## config.mk

```make
export PLATFORM = sky130hd
export DESIGN_NAME = ibpl_input_conditioner
export DESIGN_NICKNAME = d
export VERILOG_FILES = /design/src/rtl/ibpl_pkg.sv /design/src/rtl/ibpl_in_chan.sv /design/src/rtl/ibpl_input_conditioner.sv
export SDC_FILE = /design/constraint.sdc
export NUM_CORES = 1
export LEC_CHECK = 0
export CAP_MARGIN = 15
export CORE_UTILIZATION = 55
export DETAILED_ROUTE_END_ITERATION = 7
export PLACE_DENSITY = 0.83
export SETUP_SLACK_MARGIN = 0.05
export SLEW_MARGIN = 5
export SYNTH_ARGS = -nofsm -noshare
export SYNTH_HDL_FRONTEND = slang
export SYNTH_SLANG_ARGS = --single-unit
```

## constraint.sdc

```tcl
create_clock -name clk -period 4.8 [get_ports clk]
set_input_delay 0.96 -clock clk [delete_from_list [all_inputs] [get_ports clk]]
set_output_delay 0.96 -clock clk [all_outputs]
set_load 0.05 [all_outputs]
```

## src/rtl/ibpl_pkg.sv

```systemverilog
// Shared definitions for the interbackplane input path: the default sizes
// and the per-channel conditioner state type.
package ibpl_pkg;

   localparam int IBPL_N_CH  = 8;
   localparam int IBPL_DEB_W = 16;
   localparam int IBPL_ACT_W = 24;

   typedef enum logic {
      STABLE  = 1'b0,
      QUALIFY = 1'b1
   } ibpl_state_e;

endpackage

```

## src/rtl/ibpl_in_chan.sv

```systemverilog
// Single input channel: 2-FF synchroniser, debounce FSM, edge pulses and a
// retriggerable activity stretcher.
//
// state   | meaning
// --------+-----------------------------------------------------------
// STABLE  | synchronised input agrees with clean level; counter idle
// QUALIFY | input differs from clean level; counting stable cycles
module ibpl_in_chan
   import ibpl_pkg::*;
#(
   parameter int DEB_W = IBPL_DEB_W,
   parameter int ACT_W = IBPL_ACT_W
) (
   input  logic             clk,
   input  logic             rst,
   input  logic             i_raw,
   input  logic             i_enable,
   input  logic [DEB_W-1:0] i_deb_cycles,
   input  logic [ACT_W-1:0] i_act_len,
   output logic             o_clean,
   output logic             o_rise,
   output logic             o_fall,
   output logic             o_act
);

   logic             r_sync1;
   logic             r_sync2;
   ibpl_state_e      r_state;
   ibpl_state_e      w_state_nxt;
   logic [DEB_W-1:0] r_cnt;
   logic [DEB_W-1:0] w_cnt_nxt;
   logic             r_clean;
   logic             w_clean_nxt;
   logic             r_tog;
   logic             w_tog;
   logic             r_rise;
   logic             r_fall;
   logic [ACT_W-1:0] r_str;
   logic [ACT_W-1:0] w_str_nxt;
   logic             r_act;

   // Synchroniser runs regardless of enable so re-enable sees a settled level.
   always_ff @(posedge clk) begin
      if (rst) begin
         r_sync1 <= 1'b0;
         r_sync2 <= 1'b0;
      end else begin
         r_sync1 <= i_raw;
         r_sync2 <= r_sync1;
      end
   end

   // Debounce state, counter, clean level and the toggle marker for pulses.
   always_ff @(posedge clk) begin
      if (rst) begin
         r_state <= STABLE;
         r_cnt   <= '0;
         r_clean <= 1'b0;
         r_tog   <= 1'b0;
      end else begin
         r_state <= w_state_nxt;
         r_cnt   <= w_cnt_nxt;
         r_clean <= w_clean_nxt;
         r_tog   <= w_tog;
      end
   end

   // Next-state logic; a disabled channel is held cleared without a toggle event.
   always_comb begin
      w_state_nxt = r_state;
      w_cnt_nxt   = r_cnt;
      w_clean_nxt = r_clean;
      w_tog       = 1'b0;
      if (!i_enable) begin
         w_state_nxt = STABLE;
         w_cnt_nxt   = '0;
         w_clean_nxt = 1'b0;
      end else begin
         case (r_state)
            STABLE: begin
               w_cnt_nxt = '0;
               if (r_sync2 != r_clean) begin
                  if (i_deb_cycles == '0) begin
                     w_clean_nxt = ~r_clean;
                     w_tog       = 1'b1;
                  end else begin
                     w_state_nxt = QUALIFY;
                     w_cnt_nxt   = DEB_W'(1);
                  end
               end
            end
            QUALIFY: begin
               if (r_sync2 == r_clean) begin
                  w_state_nxt = STABLE;
                  w_cnt_nxt   = '0;
               end else if (r_cnt >= i_deb_cycles) begin
                  w_state_nxt = STABLE;
                  w_cnt_nxt   = '0;
                  w_clean_nxt = ~r_clean;
                  w_tog       = 1'b1;
               end else if (r_cnt != '1) begin
                  w_cnt_nxt = r_cnt + DEB_W'(1);
               end
            end
            default: begin
               w_state_nxt = STABLE;
               w_cnt_nxt   = '0;
            end
         endcase
      end
   end

   // Edge pulses one cycle after the clean level toggles; direction from the new level.
   always_ff @(posedge clk) begin
      if (rst) begin
         r_rise <= 1'b0;
         r_fall <= 1'b0;
      end else begin
         r_rise <= i_enable & r_tog &  r_clean;
         r_fall <= i_enable & r_tog & ~r_clean;
      end
   end

   // Stretch counter: reload on any edge pulse, otherwise count down to zero.
   always_comb begin
      w_str_nxt = r_str;
      if (!i_enable) begin
         w_str_nxt = '0;
      end else if (r_rise || r_fall) begin
         w_str_nxt = i_act_len;
      end else if (r_str != '0) begin
         w_str_nxt = r_str - ACT_W'(1);
      end
   end

   // Activity flag tracks the counter so a reload at count 1 leaves no gap.
   always_ff @(posedge clk) begin
      if (rst) begin
         r_str <= '0;
         r_act <= 1'b0;
      end else begin
         r_str <= w_str_nxt;
         r_act <= (w_str_nxt != '0);
      end
   end

   assign o_clean = r_clean;
   assign o_rise  = r_rise;
   assign o_fall  = r_fall;
   assign o_act   = r_act;

endmodule

```

## src/rtl/ibpl_input_conditioner.sv

```systemverilog
// Conditions the cardlet internal_in bus: one independent channel per bit,
// sharing only the debounce and stretch configuration.
module ibpl_input_conditioner
   import ibpl_pkg::*;
#(
   parameter int N_CH  = IBPL_N_CH,
   parameter int DEB_W = IBPL_DEB_W,
   parameter int ACT_W = IBPL_ACT_W
) (
   input  logic             clk,
   input  logic             rst,
   input  logic [N_CH-1:0]  raw_in,
   input  logic [N_CH-1:0]  input_enable,
   input  logic [DEB_W-1:0] deb_cycles,
   input  logic [ACT_W-1:0] act_len,
   output logic [N_CH-1:0]  clean_out,
   output logic [N_CH-1:0]  rise_pulse,
   output logic [N_CH-1:0]  fall_pulse,
   output logic [N_CH-1:0]  input_act
);

   // One conditioner per input bit.
   for (genvar g = 0; g < N_CH; g++) begin : g_ch
      ibpl_in_chan #(
         .DEB_W (DEB_W),
         .ACT_W (ACT_W)
      ) u_chan (
         .clk          (clk),
         .rst          (rst),
         .i_raw        (raw_in[g]),
         .i_enable     (input_enable[g]),
         .i_deb_cycles (deb_cycles),
         .i_act_len    (act_len),
         .o_clean      (clean_out[g]),
         .o_rise       (rise_pulse[g]),
         .o_fall       (fall_pulse[g]),
         .o_act        (input_act[g])
      );
   end

endmodule

```

* Yosys cells after proc, flatten, opt, wreduce, memory -nomap -nowiden
Index checks and enable logic that the tools add are counted.
** Cells by class
- Muxes and demuxes :: 171
- Shifts and indexed selects :: 0
- $lt $le $gt $ge :: 8
- Equal/unequal tests :: 64
- Div/mod/pow operators :: 0
- Reduce and logical (&&, ||, !) cells :: 41
- $mul :: 0
- Bitwise logic cells :: 48
- Add/sub/neg operators :: 16
** Operator list (count)
- two-way mux 24 bit :: 24
- two-way mux 16 bit :: 28
- nonzero test 24 bit :: 16
- case mux 16 bit (2 select lines) :: 8
- subtractor 24 x 1 -> 24 bit (second input constant) :: 8
- adder 16 x 1 -> 16 bit (second input constant) :: 8
- >= comparator 16 bit :: 8
- != test 16 bit (second input constant) :: 8
- two-way mux 1 bit :: 87
- case mux 1 bit (2 select lines) :: 24
- != test 2 bit (second input constant) :: 23
- != test 4 bit (second input constant) :: 8
- AND reduction 4 bit :: 8
- bitwise AND 1 bit :: 24
- NOT 1 bit :: 24
- != test 2 x 1 -> 1 bit (second input constant) :: 9
- zero test 16 bit :: 1
- OR reduction 2 bit :: 8
- equality test 1 bit :: 8
- logical OR 1 bit :: 8
- != test 1 bit :: 8
** Storage, ports and cells
- Bits in writable memories :: 0
- Bits in registers :: 384
- Bits in read-only memories :: 0
- Input port bits :: 58
- Memories :: 0
- Bits in latches :: 0
- Logic and storage cells :: 428

* Depth between registers and ports, before layout
Gate-level depths: netlist of the first run.
- Depth in word-level cells :: 5
- Gate-level depth with buffers :: 13
- Mapped depth without buffers :: 11

* By module
From an unflattened synthesis of the first run, not the netlist that was laid out.
** Unflattened totals
- Cell total of the unflattened synthesis :: 3010
- Area total of the unflattened synthesis :: 23926.7 µm²
** By module, submodules not included
- ibpl_in_chan (g_ch[0].u_chan ...) :: area each 2979.1 µm², instances 5, sequential area each 960.9 µm², cells each 377
- ibpl_in_chan (g_ch[5].u_chan ...) :: area each 3010.4 µm², instances 3, sequential area each 960.9 µm², cells each 375

* Worst setup path before layout of the first run
No wires, ideal clock.
- Path type :: input port to flip-flop
- From :: in deb_cycles[14]
- To :: reg g_ch[2].u_chan.r_cnt[10]
- Library setup time :: 65 ps
- Slack :: 1304 ps
- Stages on the path :: 11
- Arrival time :: 3431 ps
- Required time :: 4735 ps
- Cell sequence :: inv_1 ha_1 a21oi_1 o22ai_1 or3b_2 a2111oi_0 nor2_1 or2_2 clkbuf_1 clkbuf_1 nor2_1
** Between the ends
- Word-level cells in the longest chain between the ends :: 4
- Elaborated cells between the ends (all ways) :: 5
- Classes of those cells :: 1 x order compare; 1 x eq/ne; 3 x mux
** RTL lines
- start, declared :: line ibpl_input_conditioner.sv:14 : input logic [DEB_W-1:0] deb_cycles,
- >= comparator 16 bit * :: line ibpl_in_chan.sv:96 : end else if (r_cnt >= i_deb_cycles) begin
- two-way mux 16 bit :: line ibpl_in_chan.sv:96
- two-way mux 16 bit :: line ibpl_in_chan.sv:93 : if (r_sync2 == r_clean) begin
- case mux 16 bit (2 select lines) :: line ibpl_in_chan.sv:79 : case (r_state)
- end signal, assigned :: line ibpl_in_chan.sv:62 : r_cnt <= w_cnt_nxt;
- end, declared :: line ibpl_in_chan.sv:30 : logic [DEB_W-1:0] r_cnt;
Mark *: on every way between the ends. The rest lies on a longest branch, timed or not.
A chain may end at the register's enable or synchronous reset.

* Final worst setup path of the first run
- From :: in deb_cycles[7]
- To :: reg g_ch[3].u_chan.r_cnt[10]
** Between the ends
- Word-level cells in the longest chain between the ends :: 4
- Elaborated cells between the ends (all ways) :: 5
- Classes of those cells :: 1 x order compare; 1 x eq/ne; 3 x mux
** RTL lines (line)
- >= comparator 16 bit * :: ibpl_in_chan.sv:96
- two-way mux 16 bit :: ibpl_in_chan.sv:96
- two-way mux 16 bit :: ibpl_in_chan.sv:93
- case mux 16 bit (2 select lines) :: ibpl_in_chan.sv:79
- end signal, assigned :: ibpl_in_chan.sv:62
- end, declared :: ibpl_in_chan.sv:30
Marks and branches as above.

==> flow_metrics.tcl, run 1 <==
set metrics [dict create \
    cp-end-kind "flop" \
    cts_tree "done" \
    cts_hold_buf 0 \
    crit_type "primary input to flop" \
    min_to "g_ch[1].u_chan.o_fall" \
    root_buffer "clkbuf_16" \
    drt_wl_total_um 66400 \
    die_w_um 206 \
    htree_levels 2 \
    slew_viol_final 0 \
    grt_pass1_vias 20700 \
    path_clk_slew_ps 60 \
    fin_crit_ps 3890 \
    syn-num-nets 3038 \
    multi_input_area_um2 14300 \
    clkLatencyLatePin_ps 590 \
    drtAntennaViolNets 0 \
    synth_cell_types 76 \
    ioPinCount 90 \
    worstMarginPinSlew_ps 978 \
    syn_area_per_cell_um2 8.09 \
    numCtsBuffers 43 \
    ff_latch_area_um2 7690 \
    grt_use_met3_pct 6.18 \
    cts_buffer_depth 3 \
    synth_area_um2 22900 \
    post-cts-setup-buffers 0 \
    antenna_found_initial 2 \
    p_leak_nw 10.4 \
    fin_crit_sh_pct 81.0 \
    gp_congestion 0.947 \
    dr.pass1.iters 6 \
    drt_iter0_markers 1873 \
    grtUsageMet2_pct 52.2 \
    die_area_um2 42400 \
    gr-total-overflow 0 \
    die_h_um 206 \
    skew_ps 27.6 \
    clock_sinks 384 \
    relSlewSlack_pct 34.6 \
    vias_per_cell 6.30 \
    drc 0 \
    drive_gt1_share_pct 5.50 \
    powerDensity_nw_per_um2 691 \
    pre_cts_slack_ps 457 \
    yosys_register_bits 384 \
    rr_worst_depth 9 \
    synth_cells 2828 \
    worstPathRequired_ps 5250 \
    setup_ws_ps 910 \
    cp.arrival_ps 4340 \
    drv_cap 0 \
    grt_max_degree 95 \
    coreArea_um2 40900 \
    hp-class "flop to flop" \
    vdd_ir_drop_max_v 0.000330 \
    r2r_start "g_ch[4].u_chan.r_str[3]" \
    area_delta_synth_final_pct 11.6 \
    wire_per_inst_um 19.5 \
    rsz0062_at_grt "no" \
    seq_area_frac_synth_pct 33.6 \
    timing.rr.end "g_ch[4].u_chan.o_act" \
    track_usage_pct 31.0 \
    hpwl_um 45700 \
    initial_utilization_pct 55.9 \
    post_cts_resized 0 \
    hold_start "g_ch[1].u_chan.r_tog" \
    min_path_cells 2 \
    path_max_fanout 15 \
    grt_pass1_wl_um 105000 \
    grt.busiest_layer "met2" \
    grtUsageMet1_pct 37.3 \
    outcome "complete, no violations" \
    tns_ps 0 \
    yosysWarnings 0 \
    synth_edf_count 0 \
    fmax_mhz 257 \
    final_hold_viol_count 0 \
    num-fill-cells 3464 \
    rows 74 \
    vias 21500 \
    start_kind "primary input" \
    synth-main-ff-cell "dfxtp_1" \
    final_net_count 3052 \
    timing.hold.ws_ps 425 \
    io_buffers 89 \
    finalSetupViolCount 0 \
    synthArstFlopShare_pct 0 \
    reg2reg_setup_slack_ps 1310 \
]
[placed cells by master, fill, tap and decap left out, drive strengths merged, types with 53 or more instances in the layout]
master and count:
inv 64, o211ai 60, clkbuf 56, nand4 64, nor3 105, a21oi 132
o21ai 141, nand3 108, dfxtp 384, xor2 133, xnor2 105, ha 152
nor4 70, nor2b 99, nand2b 53, clkdlybuf4s50 88, nand2 187, nor2 370
[critical path, cell delays in order]
cell             delay, ps
clkdlybuf4s50_1        470
inv_1                  240
ha_1                   320
or4_1                  510
a221oi_1               200
o21ai_0                110
a221oi_1               420
o21ai_0                160
nand2b_1               200
or2_2                  430
a211oi_1               300
[cell type report]
class | count | area share [%]
diodes | 1 | 0.00980
clock buffers | 56 | 4.80
clock inverters | 22 | 1.23
inverters | 63 | 0.926
multi-input cells | 2228 | 55.8
flip-flops and latches | 384 | 30.1
well taps | 532 | 2.61
repair buffers | 122 | 4.48
[through the flow]
step | power [W] | cell area [um2] | util [%] | cells
global placement | 0.0135 | 24000 | 58.6 | 3327
CTS | 0.0175 | 25500 | 62.3 | 3406
finish | 0.0176 | 25500 | 62.4 | 3408
detailed placement | 0.0138 | 24000 | 58.6 | 3328
global route | 0.0188 | 25500 | 62.4 | 3407
floorplan | 0.0119 | 22900 | - | 2828
[cells in the mapped netlist, types with 9 or more instances]
library cell	instances	area share (%)
buf_4	32	1.1
and2_1	27	0.74
nor4b_1	9	0.34
nand2b_1	53	1.4
nor2_1	370	6.1
or2_2	20	0.55
nor4bb_1	9	0.39
a31oi_1	26	0.71
nand2_1	187	3.1
or3_1	29	0.79
mux2i_1	16	0.70
xnor2_1	105	4.0
ha_1	152	8.3
nor4_1	69	1.9
nand3_1	108	2.4
o21ai_0	139	3.0
nor2b_1	99	2.7
o211ai_1	60	2.0
and3_1	44	1.2
o21a_1	14	0.46
o31ai_1	11	0.36
clkbuf_1	108	1.8
nor3b_1	19	0.62
nor3_1	103	2.3
xor2_1	133	5.1
inv_1	63	1.0
nand3b_1	11	0.36
or4_1	22	0.72
and4b_1	10	0.44
a21o_1	39	1.3
dfxtp_1	384	34
a211oi_1	35	1.1
nand4b_1	11	0.42
a21oi_1	131	2.9
nand4_1	64	1.8
and4_1	14	0.54
[flip-flops by register name, summed over array words and instances (netlist names)]
signal / cells
g_ch.u_chan.o_act: 8
g_ch.u_chan.o_clean: 8
g_ch.u_chan.o_fall: 8
g_ch.u_chan.o_rise: 8
g_ch.u_chan.r_cnt: 128
g_ch.u_chan.r_state: 8
g_ch.u_chan.r_str: 192
g_ch.u_chan.r_sync1: 8
g_ch.u_chan.r_sync2: 8
g_ch.u_chan.r_tog: 8
[worst max-delay path by stage]
stage               slack [ps]            from                       end  depth (start not counted)
floorplan                 1300  deb_cycles[14]  g_ch[2].u_chan.r_cnt[10]                         11
global placement           530   deb_cycles[7]  g_ch[3].u_chan.r_cnt[12]                         11
detailed placement         460   deb_cycles[7]  g_ch[3].u_chan.r_cnt[12]                         11
CTS                        990   deb_cycles[7]  g_ch[3].u_chan.r_cnt[10]                         11
global route               810   deb_cycles[7]  g_ch[3].u_chan.r_cnt[10]                         11
finish                     910   deb_cycles[7]  g_ch[3].u_chan.r_cnt[10]                         11
[layer usage]
layer  up-vias  wire (um)
li1      10100          -
met1     10100      26500
met2       968      30600
met3       261       5750
met4         0       3470
met5         -          0
[report_power, final]
| part | leakage, nW | internal, W | switching, W |
|---|---|---|---|
| clock network | 0.743 | 0.00218 | 0.00142 |
| registers | 3.12 | 0.00378 | 0.000594 |
| logic | 6.53 | 0.00417 | 0.00549 |
| total | 10.4 | 0.0101 | 0.00751 |
[cells by family after synthesis]
| group | count (synthesis) | synth area share [%] |
|---|---|---|
| simple gates | 1296 | 29.5 |
| compound gates | 523 | 14.5 |
| flops | 384 | 33.6 |
| xor+xnor | 238 | 9.12 |
| buf+inv | 216 | 4.14 |
| fa+ha+maj | 152 | 8.32 |
| mux | 19 | 0.848 |
(Power assumes the default switching activity.)
==> run 2: changes to the inputs <==
clock period = 3.9 ns   (was 4.8 ns; I/O delays follow)
==> flow_metrics.tcl, run 2 (synthesis gave the netlist of run 1 again) <==
set metrics [dict create \
    outcome "complete, no violations" \
    post_cts_resized 0 \
    clock_sinks 384 \
    slew_viol_final 0 \
    slowest_stage "nor4_2" \
    hp-class "flop to flop" \
    cpLargestDelayFamily "simple AND/OR/NAND/NOR gates" \
    drt_iter0_markers 1827 \
    hpwl_um 46600 \
    cp-end-kind "flop" \
    grt_pass1_vias 20200 \
    finalSetupViolCount 0 \
    drtAntennaViolNets 0 \
    antenna_found_initial 0 \
    timing.rr.end "g_ch[1].u_chan.o_act" \
    dr.pass1.iters 7 \
    crit_chain "inv_1 > ha_1 > nor4b_1 > nand4_1 > nor4_2 > buf_4 > nor4_1 > xnor2_1 > a21oi_1 > nor4_1 > and4b_1 > a31oi_1" \
    final_net_count 3092 \
    die_area_um2 42400 \
    worst-path-buf-inv 2 \
    top_layer "met4" \
    skew_ps 18.6 \
    vdd_ir_drop_max_v 0.000442 \
    p_sw_share_pct 42.9 \
    tns_ps 0 \
    path_clk_slew_ps 50 \
    io_buffers 89 \
    drt_wl_total_um 65800 \
    ioPinCount 90 \
    rsz0062_at_grt "no" \
    r2r_start "g_ch[1].u_chan.r_str[0]" \
    largest_register_ffs 192 \
    wl_met1_um 27500 \
    powerDensity_nw_per_um2 830 \
    multi_input_area_um2 14300 \
    vias_per_cell 6.20 \
    gr-total-overflow 0 \
    power_w 0.0212 \
    reg.largest.list "g_ch.u_chan.r_str x192, g_ch.u_chan.r_cnt x128" \
    min_to "g_ch[1].u_chan.o_fall" \
    fin_crit_ps 3480 \
    grt_max_degree 81 \
    reg2reg_setup_slack_ps 420 \
    largest_register "g_ch.u_chan.r_str" \
    wl_met2_um 30200 \
    rr_worst_depth 12 \
    min_path_cells 2 \
    start_kind "flop" \
    power_frac_seq_pct 25.3 \
    vias 21300 \
    coreArea_um2 40900 \
    path_common_cell "nor4_1" \
    die_w_um 206 \
    htree_levels 2 \
    wire_per_inst_um 19.1 \
    fin_crit_sh_pct 89.2 \
    wl_met3_um 4660 \
    mostFrequentLayoutCell "dfxtp_1" \
    drv_cap 0 \
    num_antenna_cells 0 \
    path_max_fanout 10 \
    relSlewSlack_pct 39.2 \
    clkLatencyLatePin_ps 570 \
    cts_buffer_depth 3 \
    initial_utilization_pct 55.9 \
    final_hold_viol_count 0 \
    crit_type "flop to flop" \
    numCtsBuffers 43 \
    power_frac_clock_pct 18.1 \
    p_switching_w 0.00911 \
    fmax_mhz 287 \
    ff_latch_area_um2 7690 \
    internal_power_w 0.0121 \
    worstPathRequired_ps 4310 \
    area_delta_synth_final_pct 11.9 \
    grt_pass1_wl_um 104000 \
    post-cts-setup-buffers 0 \
    p_leak_nw 10.5 \
    worstMarginPinSlew_ps 909 \
    rows 74 \
    cts_hold_buf 0 \
    cts_tree "done" \
    root_buffer "clkbuf_16" \
    cp.arrival_ps 3890 \
    drive_gt1_share_pct 6.46 \
    final_cell_mix "384 x dfxtp_1, 363 x nor2_1, 187 x nand2_1, 152 x ha_1, 139 x o21ai_0" \
    pwr-share-comb_pct 56.6 \
    slowest_delay_ps 520 \
    hold_start "g_ch[1].u_chan.r_tog" \
    track_usage_pct 30.7 \
    die_h_um 206 \
    num-fill-cells 3459 \
    drc 0 \
    gp_congestion 0.982 \
]
## run 2: cell types whose count changed in the layout (fill, tap and decap cells not counted), sizes merged
cell | before | now
buf | 34 | 74
clkinvlp | 6 | 2
diode | 1 | 0
clkbuf | 56 | 60
inv | 64 | 63
bufinv | 7 | 0
clkinv | 8 | 10
## run 2: metrics by stage
step / worst slack [ps] / cells / hold WS, ps / cell area (um2) / util, %
after global routing: 209 / 3441 / 460 / 25600 / 62.5
after global placement: 40.3 / 3369 / 410 / 24300 / 59.3
after floorplan: 584 / 2828 / 405 / 22900 / -
final: 420 / 3441 / 431 / 25600 / 62.5
after CTS: 379 / 3441 / 435 / 25600 / 62.5
after detailed placement: -62.4 / 3369 / 426 / 24300 / 59.3
## run 2: cell type report
| cell class | count | area share [%] |
|---|---|---|
| tap | 532 | 2.60 |
| sequential | 384 | 30.0 |
| clock buffer | 60 | 4.85 |
| multi-input combinational | 2228 | 55.7 |
| clock inverter | 12 | 0.254 |
| inverter | 63 | 0.924 |
| timing repair buffer | 162 | 5.63 |
## run 2: metal layers
| layer | vias up | GRT usage [%] |
|---|---|---|
| met5 | - | 0 |
| met4 | 0 | 15.7 |
| met3 | 219 | 4.46 |
| met2 | 851 | 51.0 |
| met1 | 10000 | 38.8 |
| li1 | 10200 | - |
## run 2: power groups by stage
stage          clock network (W)  registers [W]  logic, W
3_5_place_dp                   0        0.00541    0.0117
4_1_cts                  0.00389        0.00535    0.0118
2_1_floorplan                  0        0.00524   0.00937
5_1_grt                  0.00406        0.00546    0.0133
6_report                 0.00384        0.00537    0.0120
3_3_place_gp                   0        0.00538    0.0114
## run 2: worst max path at each step
| stage | startpoint | to | slack, ps | cells after the start |
|---|---|---|---|---|
| CTS | g_ch[0].u_chan.r_str[10] | g_ch[0].u_chan.o_act | 380 | 9 |
| global route | g_ch[1].u_chan.r_str[0] | g_ch[1].u_chan.o_act | 210 | 12 |
| floorplan | deb_cycles[14] | g_ch[2].u_chan.r_cnt[10] | 580 | 11 |
| global placement | deb_cycles[12] | g_ch[2].u_chan.r_cnt[9] | 40 | 11 |
| detailed placement | deb_cycles[12] | g_ch[2].u_chan.r_cnt[7] | -60 | 11 |
| finish | g_ch[1].u_chan.r_str[0] | g_ch[1].u_chan.o_act | 420 | 12 |
## run 2: tightest hold or removal path: stages, from the launching register on
cell and delay (ps):
dfxtp_1 310, nand2_1 50, nor2_1 30
==> run 3: changes to the inputs <==
CORE_UTILIZATION = 62   (was 55)
PLACE_DENSITY = not set   (was 0.83)
PLACE_DENSITY_LB_ADDON = 0.2   (was not set)
==> flow_metrics.tcl, run 3 (synthesis gave the netlist of run 1 again) <==
set metrics [dict create \
    final_net_count 3083 \
    slowest_stage "or4_1" \
    cpLargestDelayFamily "simple AND/OR/NAND/NOR gates" \
    largest_register "g_ch.u_chan.r_str" \
    grt_pass1_wl_um 105000 \
    fin_crit_sh_pct 89.7 \
    dr.pass1.iters 5 \
    wire_per_inst_um 19.4 \
    timing.hold.ws_ps 425 \
    placed_cell_area_um2 24100 \
    finalSetupViolCount 0 \
    hp-class "flop to flop" \
    worstPathRequired_ps 4300 \
    vias 21300 \
    mostFrequentLayoutCell "dfxtp_1" \
    grt_max_degree 51 \
    die_w_um 194 \
    drive_gt1_share_pct 6.33 \
    root_buffer "clkbuf_16" \
    post_cts_resized 0 \
    crit_type "flop to flop" \
    drt_wl_total_um 65400 \
    grt_pass1_vias 20300 \
    cts_hold_buf 0 \
    setup_ws_ps 400 \
    cts_tree "done" \
    num_antenna_cells 0 \
    rows 69 \
    cp.arrival_ps 3900 \
    relSlewSlack_pct 35.5 \
    die_area_um2 37700 \
    ioPinCount 90 \
    htree_levels 2 \
    reg.largest.list "g_ch.u_chan.r_str x192, g_ch.u_chan.r_cnt x128" \
    drc 0 \
    fin_cells 3366 \
    fin_crit_ps 3500 \
    area_delta_synth_final_pct 12.0 \
    p_leak_nw 10.5 \
    final_cell_mix "384 x dfxtp_1, 363 x nor2_1, 187 x nand2_1, 152 x ha_1, 139 x o21ai_0" \
    post-cts-setup-buffers 0 \
    hpwl_um 45700 \
    track_usage_pct 34.1 \
    path_clk_slew_ps 60 \
    pre_cts_slack_ps -12.2 \
    cts_buffer_depth 3 \
    fmax_mhz 286 \
    drv_cap 0 \
    antenna_found_initial 1 \
    coreArea_um2 35900 \
    fin_util_pct 71.3 \
    die_h_um 194 \
    worst-path-buf-inv 0 \
    critPathLaunch "g_ch[0].u_chan.r_str[10]" \
    dpl.cell_count 3290 \
    clkLatencyLatePin_ps 570 \
    path_max_fanout 9 \
    skew_ps 11.7 \
    gr-total-overflow 0 \
    slew_viol_final 0 \
    rsz0062_at_grt "no" \
    cp-end-kind "flop" \
    clock_sinks 384 \
    vdd_ir_drop_max_v 0.000407 \
    outcome "complete, no violations" \
    start_kind "flop" \
    largest_register_ffs 192 \
    worstMarginPinSlew_ps 958 \
    drt_iter0_markers 1943 \
    drtAntennaViolNets 0 \
    initial_utilization_pct 63.7 \
    gp_congestion 0.972 \
    r2r_start "g_ch[0].u_chan.r_str[10]" \
    powerDensity_nw_per_um2 848 \
    postLayoutCellArea_um2 25600 \
    crit_chain "or4_1 > nor4_1 > nand2b_1 > nand4_1 > xor2_1 > a21oi_1 > or4_1 > nor4_1 > a41oi_1" \
    slowest_delay_ps 580 \
    final_hold_viol_count 0 \
    numCtsBuffers 42 \
    io_buffers 89 \
    hold_start "g_ch[5].u_chan.r_tog" \
    vias_per_cell 6.33 \
]
## run 3: cell count changes in the layout (fill, tap and decap cells not counted), sizes merged
| cell | before | now |
|---|---|---|
| buf | 74 | 66 |
| bufinv | 0 | 7 |
| clkbuf | 60 | 55 |
| inv | 63 | 65 |
| clkinv | 10 | 9 |
| clkinvlp | 2 | 3 |
## run 3: area by class of cell
type	instances	area, um2
multi-input cells	2228	14300
well taps	461	577
clock inverters	21	299
repair buffers	154	1380
inverters	63	236
flip-flops and latches	384	7690
fillers	2805	10300
clock buffers	55	1180
## run 3: worst paths after layout
| kind | end | slack [ps] | depth (start not counted) |
|---|---|---|---|
| max | g_ch[0].u_chan.o_act | 400 | 9 |
| min | g_ch[5].u_chan.o_fall | 430 | 2 |
| max reg2reg | g_ch[0].u_chan.o_act | 400 | 9 |
| min reg2reg | g_ch[5].u_chan.o_fall | 430 | 2 |
## run 3: worst min-delay path: stages, from the launching register on
cell and delay [ps]:
dfxtp_1 300, nand2_1 50, nor2_1 30
## run 3: through the flow
stage | TNS [ps] | total power, W
2_1_floorplan | 0 | 0.0146
3_3_place_gp | 0 | 0.0168
3_5_place_dp | -12.2 | 0.0171
4_1_cts | 0 | 0.0215
5_1_grt | 0 | 0.0232
6_report | 0 | 0.0217
## run 3: layer usage
| layer | up-vias | routed length, um | track usage [%] |
|---|---|---|---|
| met2 | 952 | 28900 | 54.9 |
| li1 | 10200 | - | - |
| met3 | 242 | 5540 | 5.51 |
| met4 | 0 | 3910 | 19.3 |
| met1 | 9942 | 27100 | 43.4 |
| met5 | - | 0 | 0 |
## run 3: where the power goes
part | internal, W | total (W) | switching (W)
Clock | 0.00261 | 0.00433 | 0.00172
Sequential | 0.00465 | 0.00537 | 0.000714
Combinational | 0.00526 | 0.0120 | 0.00677
Total | 0.0125 | 0.0217 | 0.00920
